## src/rtl/stream_mux_pkg.sv

```systemverilog
// Shared types and helpers for the round-robin stream multiplexer.
package stream_mux_pkg;

  typedef enum logic [1:0] {
    ARB_RR     = 2'b00,
    ARB_FIXED  = 2'b01,
    ARB_MANUAL = 2'b10
  } arb_mode_e;

  // Increment with wrap, valid for any channel count (not just powers of two).
  function automatic int unsigned next_idx(input int unsigned idx, input int unsigned n);
    return (idx + 1 >= n) ? 0 : idx + 1;
  endfunction

endpackage

```

## src/rtl/rr_arbiter.sv

```systemverilog
// Combinational channel arbiter: round-robin, fixed-priority or manual select.
module rr_arbiter
  import stream_mux_pkg::*;
#(
  parameter int NUM_CH = 4,
  parameter int SEL_W  = $clog2(NUM_CH)
) (
  input  logic [NUM_CH-1:0] req,
  input  logic [SEL_W-1:0]  ptr,
  input  logic [1:0]        mode,
  input  logic [SEL_W-1:0]  man_sel,
  output logic [NUM_CH-1:0] grant_onehot,
  output logic [SEL_W-1:0]  grant_idx,
  output logic              grant_valid
);

  always_comb begin
    grant_valid = 1'b0;
    grant_idx   = '0;
    case (mode)
      ARB_FIXED: begin
        // Scan downward so the lowest requesting index is the last one written.
        for (int i = NUM_CH - 1; i >= 0; i--) begin
          if (req[i]) begin
            grant_valid = 1'b1;
            grant_idx   = SEL_W'(i);
          end
        end
      end
      ARB_MANUAL: begin
        if (int'(man_sel) < NUM_CH) begin
          grant_valid = req[man_sel];
          grant_idx   = man_sel;
        end
      end
      default: begin
        // Round-robin (reserved encoding included): nearest request at or after ptr wins.
        for (int k = NUM_CH - 1; k >= 0; k--) begin
          int idx;
          idx = (int'(ptr) + k) % NUM_CH;
          if (req[idx]) begin
            grant_valid = 1'b1;
            grant_idx   = SEL_W'(idx);
          end
        end
      end
    endcase
    grant_onehot = grant_valid ? (NUM_CH'(1) << grant_idx) : '0;
  end

endmodule

```

## src/rtl/rr_stream_mux.sv

```systemverilog
// N:1 valid/ready stream multiplexer with selectable arbitration and a one-entry
// registered output stage.
module rr_stream_mux
  import stream_mux_pkg::*;
#(
  parameter int NUM_CH = 4,
  parameter int WIDTH  = 8,
  parameter int SEL_W  = $clog2(NUM_CH)
) (
  input  logic                         clk,
  input  logic                         rst_n,
  input  logic [1:0]                   mode,
  input  logic [SEL_W-1:0]             man_sel,
  input  logic [NUM_CH-1:0]            in_valid,
  input  logic [NUM_CH-1:0][WIDTH-1:0] in_data,
  output logic [NUM_CH-1:0]            in_ready,
  output logic                         out_valid,
  output logic [WIDTH-1:0]             out_data,
  output logic [SEL_W-1:0]             out_ch,
  input  logic                         out_ready
);

  logic [SEL_W-1:0]  rr_ptr_q, rr_ptr_d;
  logic [NUM_CH-1:0] grant_onehot;
  logic [SEL_W-1:0]  grant_idx;
  logic              grant_valid;
  logic              load_en;
  logic              xfer;
  logic              is_rr;

  rr_arbiter #(
    .NUM_CH (NUM_CH),
    .SEL_W  (SEL_W)
  ) u_arbiter (
    .req          (in_valid),
    .ptr          (rr_ptr_q),
    .mode         (mode),
    .man_sel      (man_sel),
    .grant_onehot (grant_onehot),
    .grant_idx    (grant_idx),
    .grant_valid  (grant_valid)
  );

  assign is_rr   = (mode != ARB_FIXED) && (mode != ARB_MANUAL);
  assign load_en = !out_valid || out_ready;
  // A grant implies the winner is valid, so grant_valid alone qualifies the transfer.
  assign xfer    = rst_n && load_en && grant_valid;
  assign in_ready = xfer ? grant_onehot : '0;

  always_comb begin
    rr_ptr_d = rr_ptr_q;
    if (xfer && is_rr) begin
      rr_ptr_d = SEL_W'(next_idx(int'(grant_idx), NUM_CH));
    end
  end

  always_ff @(posedge clk or negedge rst_n) begin
    if (!rst_n) begin
      out_valid <= 1'b0;
      out_data  <= '0;
      out_ch    <= '0;
      rr_ptr_q  <= '0;
    end else begin
      rr_ptr_q <= rr_ptr_d;
      if (xfer) begin
        out_valid <= 1'b1;
        out_data  <= in_data[grant_idx];
        out_ch    <= grant_idx;
      end else if (load_en) begin
        out_valid <= 1'b0;
      end
    end
  end

endmodule

```

## config.mk

```make
export PLATFORM = sky130hd
export DESIGN_NAME = rr_stream_mux
export DESIGN_NICKNAME = d
export VERILOG_FILES = /design/src/rtl/stream_mux_pkg.sv /design/src/rtl/rr_arbiter.sv /design/src/rtl/rr_stream_mux.sv
export SDC_FILE = /design/constraint.sdc
export NUM_CORES = 1
export LEC_CHECK = 0
export ABC_AREA = 1
export BUFFER_PORTS_ARGS = -buffer_cell sky130_fd_sc_hd__clkbuf_2
export CORE_ASPECT_RATIO = 1.5
export CORE_MARGIN = 4
export CORE_UTILIZATION = 47
export CTS_BUF_LIST = sky130_fd_sc_hd__clkbuf_16
export DETAILED_ROUTE_END_ITERATION = 10
export PLACE_DENSITY = 0.78
export SLEW_MARGIN = 25
export SYNTH_ARGS = -nofsm -noshare
export SYNTH_HDL_FRONTEND = slang
export SYNTH_SLANG_ARGS = --single-unit
```

## constraint.sdc

```tcl
create_clock -name clk -period 4.9 [get_ports clk]
set_input_delay 0.245 -clock clk [delete_from_list [all_inputs] [get_ports clk]]
set_output_delay 0.245 -clock clk [all_outputs]
set_load 0.02 [all_outputs]
```

* Word-level counts from Yosys, hierarchy flattened
Index checks and enable logic that the tools add are counted.
** Storage, ports and cells
- Bits in latches :: 0
- Output and inout bits :: 15
- Bits in registers :: 13
- Input bits :: 43
- Memories :: 0
- Logic and storage cells :: 71
- Bits in writable memories :: 0
- Bits in read-only memories :: 0
** Cells by class
- Bitwise operators :: 3
- Div/mod/pow operators :: 0
- Multiply operators :: 0
- Reductions and logical operators :: 10
- Equal/unequal tests :: 4
- Mux-type cells :: 38
- Magnitude comparators :: 7
- Shift-type cells :: 1
- Add/sub/neg operators :: 4
** Operators by type and width (number)
- two-way mux 1 bit :: 18
- two-way mux 2 bit :: 9
- binary-select mux 8 bit (select 2 bit) :: 1
- < comparator 3 x 4 -> 1 bit, second input constant :: 3
- binary-select mux 1 bit (select 2 bit) :: 5
- < comparator 2 x 3 -> 1 bit, second input constant :: 3
- two-way mux 4 bit :: 2
- two-way mux 8 bit :: 1
- OR reduction 2 bit :: 3
- adder 2 bit, second input constant :: 2
- logical AND 1 bit :: 4
- one-hot mux 2 bit (2 select lines) :: 1
- left shift 1 x 2 -> 4 bit, first input constant :: 1
- adder 2 x 1 -> 3 bit, second input constant :: 1
- bitwise AND 1 bit, first input constant :: 3
- greater-or-equal comparator 3 bit, second input constant :: 1
- adder 2 x 1 -> 2 bit, second input constant :: 1
- == test 2 x 1 -> 1 bit, second input constant :: 1
- == test 2 bit, second input constant :: 1
- inequality test 2 x 1 -> 1 bit, second input constant :: 1
- inequality test 2 bit, second input constant :: 1
- one-hot mux 1 bit (2 select lines) :: 1
- nonzero test 2 bit :: 1
- logical NOT 1 bit :: 1
- logical OR 1 bit :: 1

* Logic depth before layout (Yosys ltp)
- Word-level depth :: 14
- Gate-level depth with buffers :: 16

* Modules after synthesis
A second synthesis with hierarchy kept.
** Second synthesis, totals
- Cell total of the unflattened synthesis :: 237
- Area total of the unflattened synthesis :: 1345.0 µm²
** Modules (own cells, without submodules)
- rr_stream_mux :: instances 1, area each 969.7 µm², cells an instance 161, sequential area each 325.3 µm²
- rr_arbiter :: instances 1, area each 375.4 µm², cells an instance 76, sequential area each 0.0 µm²

* Worst setup path before layout
OpenSTA, ideal clock, no wires.
- Path type :: reg2out
- Start :: register rr_ptr_q[0]
- End :: output in_ready[3]
- Stages on the path, launching flop included :: 13
- Path buffers :: 2
- Data arrival time :: 1.793 ns
- Slack :: 2.862 ns
- Cells stage by stage :: dfrtp_1 -> buf_6 -> nand2_1 -> nand3_2 -> nand2_2 -> nand3_2 -> a21oi_2 -> nand2_4 -> nand2_8 -> buf_12 -> ha_1 -> inv_1 -> nor2_1
** On the way
- Cells in the longest elaborated chain, start to end :: 12
- Elaborated cells between the ends (all ways) :: 28
- Those cells by class :: 3 x add/sub; 1 x shift; 23 x mux; 1 x reduce/logical
** Ends and longest elaborated chain
- start, declared :: line rr_stream_mux.sv:23 : logic [SEL_W-1:0] rr_ptr_q, rr_ptr_d;
- start signal, assigned :: line rr_stream_mux.sv:64 : rr_ptr_q <= rr_ptr_d;
- adder 2 bit :: line rr_arbiter.sv:40 : idx = (int'(ptr) + k) % NUM_CH;
- binary-select mux 1 bit (select 2 bit) :: line rr_arbiter.sv:41 : if (req[idx]) begin
- two-way mux 1 bit (not written as such) (2 in a row) :: line rr_arbiter.sv:41
- two-way mux 2 bit (4 in a row) :: line rr_arbiter.sv:41
- one-hot mux 2 bit (2 select lines) :: line rr_arbiter.sv:20 : case (mode)
- left shift 1 x 2 -> 4 bit :: line rr_arbiter.sv:48 : grant_onehot = grant_valid ? (NUM_CH'(1) << grant_idx) : '0;
- two-way mux 4 bit :: line rr_arbiter.sv:48
- two-way mux 4 bit * :: line rr_stream_mux.sv:48 : assign in_ready = xfer ? grant_onehot : '0;
- end, declared :: line rr_stream_mux.sv:16 : output logic [NUM_CH-1:0] in_ready,
Mark *: on every way between the ends. The rest lies on a longest branch, timed or not. The select of a mux whose other input is x is not followed.

* Worst setup path after layout
- Start :: input rst_n
- End :: output in_ready[1]
** On the way
- Cells in the longest elaborated chain, start to end :: 3
** Ends and longest elaborated chain
- start, declared :: line rr_stream_mux.sv:11 : input logic rst_n,
- logical AND 1 bit (2 in a row) :: line rr_stream_mux.sv:47 : assign xfer = rst_n && load_en && grant_valid;
- two-way mux 4 bit :: line rr_stream_mux.sv:48
No other way between the ends.

==> results.cfg <==
[routing]
dr.pass1.iters = 4
ant_nets = 0
drc_errors = 0
drtIter0Drc = 48
num_vias = 1522
wl_um = 3430
routed_via_density = 4.80
post_drt_wl_per_cell_um = 10.8

[clocking]
tritoncts = done
h-tree-depth = 1
cts_sinks = 13
cts.path.max_buffers = 2
cts-root-buf = clkbuf_16
numCtsBuffers = 3
path_clk_slew_ps = 50
clk_latency_ps = 240
cts_resized = 0

[place]
dp_slack_ps = 2340
dpl-instance-area_um2 = 1640
io_buffers = 57
dp_cells = 312
gp_congestion = 0.826
dpl.hpwl_um = 2720

[setup_path]
worst_path_max_delay_cell = nor2_1
crit_fanout = 14
worst_path_largest_cell_delay_ps = 660
critical_path.top_delay_family = buffers and inverters
cp.required_ps = 4660
crit_type = input pin to output pin
worstSetupEndpointType = output pin
start_kind = input pin
cp.arrival_ps = 2790
cp_cell_sequence = dlygate4sd3_1 -> clkbuf_2 -> o21ai_0 -> nor2_1 -> inv_1 -> nor3_2 -> clkbuf_2
cpMostUsedCell = clkbuf_2
crit_buf_inv = 4

[timing]
maxClockFrequency_mhz = 330
finalHoldViolCount = 0
skew_ps = 2.30
final.min_clock_period_ps = 3030
setup_violations = 0
timing.final.crit_share_pct = 61.9
worst_slew_pin_slew_ps = 805
drv_slew = 0
fin_ws_ps = 1870
relSlewSlack_pct = 46.2
final.setup.tns_ps = 0
rsz0062_at_grt = false

[synth]
async_reset_ff_share_pct = 100
ys.flop_type = dfrtp_1
synth_top_area_cell = dfrtp_1
synth_cells = 225
avgSynthCellArea_um2 = 6.14
synth_top_area_share_pct = 23.5
yosys-top-cells-area = dfrtp_1, nand2_1, nand3_1, inv_1, nand2_2
yosysWarnings = 0
synth-edff-count = 0
synth_most_common_cell = nand2_1
syn_area_um2 = 1380
ys_types = 29
synth_common_cells = nand2_1, inv_1, nand3_1
syn-num-nets = 271
seq_area_frac_synth_pct = 23.5
yosys_register_bits = 13

[pwr]
p_leak_uw = 0.00109
max-vdd-ir-drop_mv = 0.313
p_per_area_nw_per_um2 = 531

[layout]
nets = 327
fin_cells = 317
fillers = 291
antenna_cells = 0
fin_util_pct = 63.2
final_area_um2 = 1730
drive_gt1_share_pct = 30.7
syn_to_final_growth_pct = 24.9

[grt]
antenna_found_initial = 0
grt_first_pass_wirelength_um = 5630
grt_pass1_vias = 1409
grt_max_degree = 19
grt-ovfl-total = 0
grtUsageTotal_pct = 18.2

[die]
num_io_pins = 58
initial_core_util_pct = 50.6
die_area_um2 = 3890
die_h_um = 74.4
placementRows = 23
die_w_um = 52.3
coreArea_um2 = 2730

[flow_run]
cap_viol_max_count = 0

[run_status]
outcome = finished clean

[worst_hold_path]
hp-class = input pin to flip-flop
stage by stage:
step           hold slack, ps  total power, uW
5_1_grt                   230             1000
3_3_place_gp              159              764
4_1_cts                   201              923
2_1_floorplan           -50.6              675
6_report                  199              917
3_5_place_dp              162              768
flip-flops by register name (all words and copies together) (netlist names):
register   flops
out_data       8
out_ch         2
rr_ptr_q       2
out_valid      1
power by group:
group          total (uW)  switching (uW)  internal [uW]
Combinational         569             375            194
Clock                 150            42.7            107
Sequential            199            42.8            156
placed cells by master (no fill, tap or decap), drive strengths merged:
| cell | n |
|---|---|
| a21oi | 3 |
| nand4 | 1 |
| o22ai | 1 |
| dfrtp | 13 |
| o21a | 1 |
| clkinv | 1 |
| a31oi | 1 |
| inv | 51 |
| a22oi | 1 |
| nor3 | 1 |
| o211ai | 1 |
| xnor2 | 1 |
| nand2 | 80 |
| nor2 | 9 |
| dlygate4sd3 | 1 |
| clkbuf | 60 |
| nand3 | 42 |
| ha | 3 |
| o21ai | 9 |
per-layer routing:
metal  GRT usage [%]  routed length (um)  vias to the layer above
met5               0                   0                        -
met1            21.4                1380                      678
met4            3.41                  11                        0
li1                -                   -                      803
met2            35.2                1890                       39
met3            1.60                 151                        2
worst paths after layout:
kind / start / to / slack (ps) / depth (start not counted)
worst max register to register: rr_ptr_q[0]$_DFFE_PN0P_ / out_data[2]$_DFFE_PN0P_ / 2470 / 12
worst max-delay path: rst_n / in_ready[1] / 1870 / 7
max in group asynchronous: rst_n / out_data[5]$_DFFE_PN0P_ / 4200 / 2
min in group asynchronous: rst_n / out_ch[1]$_DFFE_PN0P_ / 440 / 2
worst min register to register: out_data[7]$_DFFE_PN0P_ / out_data[7]$_DFFE_PN0P_ / 480 / 2
worst min-delay path: out_ready / out_valid$_DFFE_PN0P_ / 200 / 2
cell families (layout without fill, tap and decap cells):
group / after synthesis / count (layout) / synth area share (%)
AOI/OAI and AO/OA: 17 / 17 / 7.15
xor gates and xnor gates: 1 / 1 / 0.634
adders and majority gates: 3 / 3 / 2.72
buffers and inverters: 58 / 113 / 19.5
DFF: 13 / 13 / 23.5
and+or+nand+nor: 133 / 133 / 46.4
repair_timing:
item,CTS,global route
endpoints found under the hold margin,13,0
setup buffers,0,0
hold buffers,1,0
cell type report:
cell class                 count  area (um^2)  area share (%)
timing repair buffer          58          295            17.1
sequential                    13          325            18.8
clock buffer                   3         75.1            4.35
multi-input combinational    154          787            45.6
tap                           37         46.3            2.68
inverter                      51          194            11.2
clock inverter                 1         3.75           0.217
(Power assumes the default switching activity.)
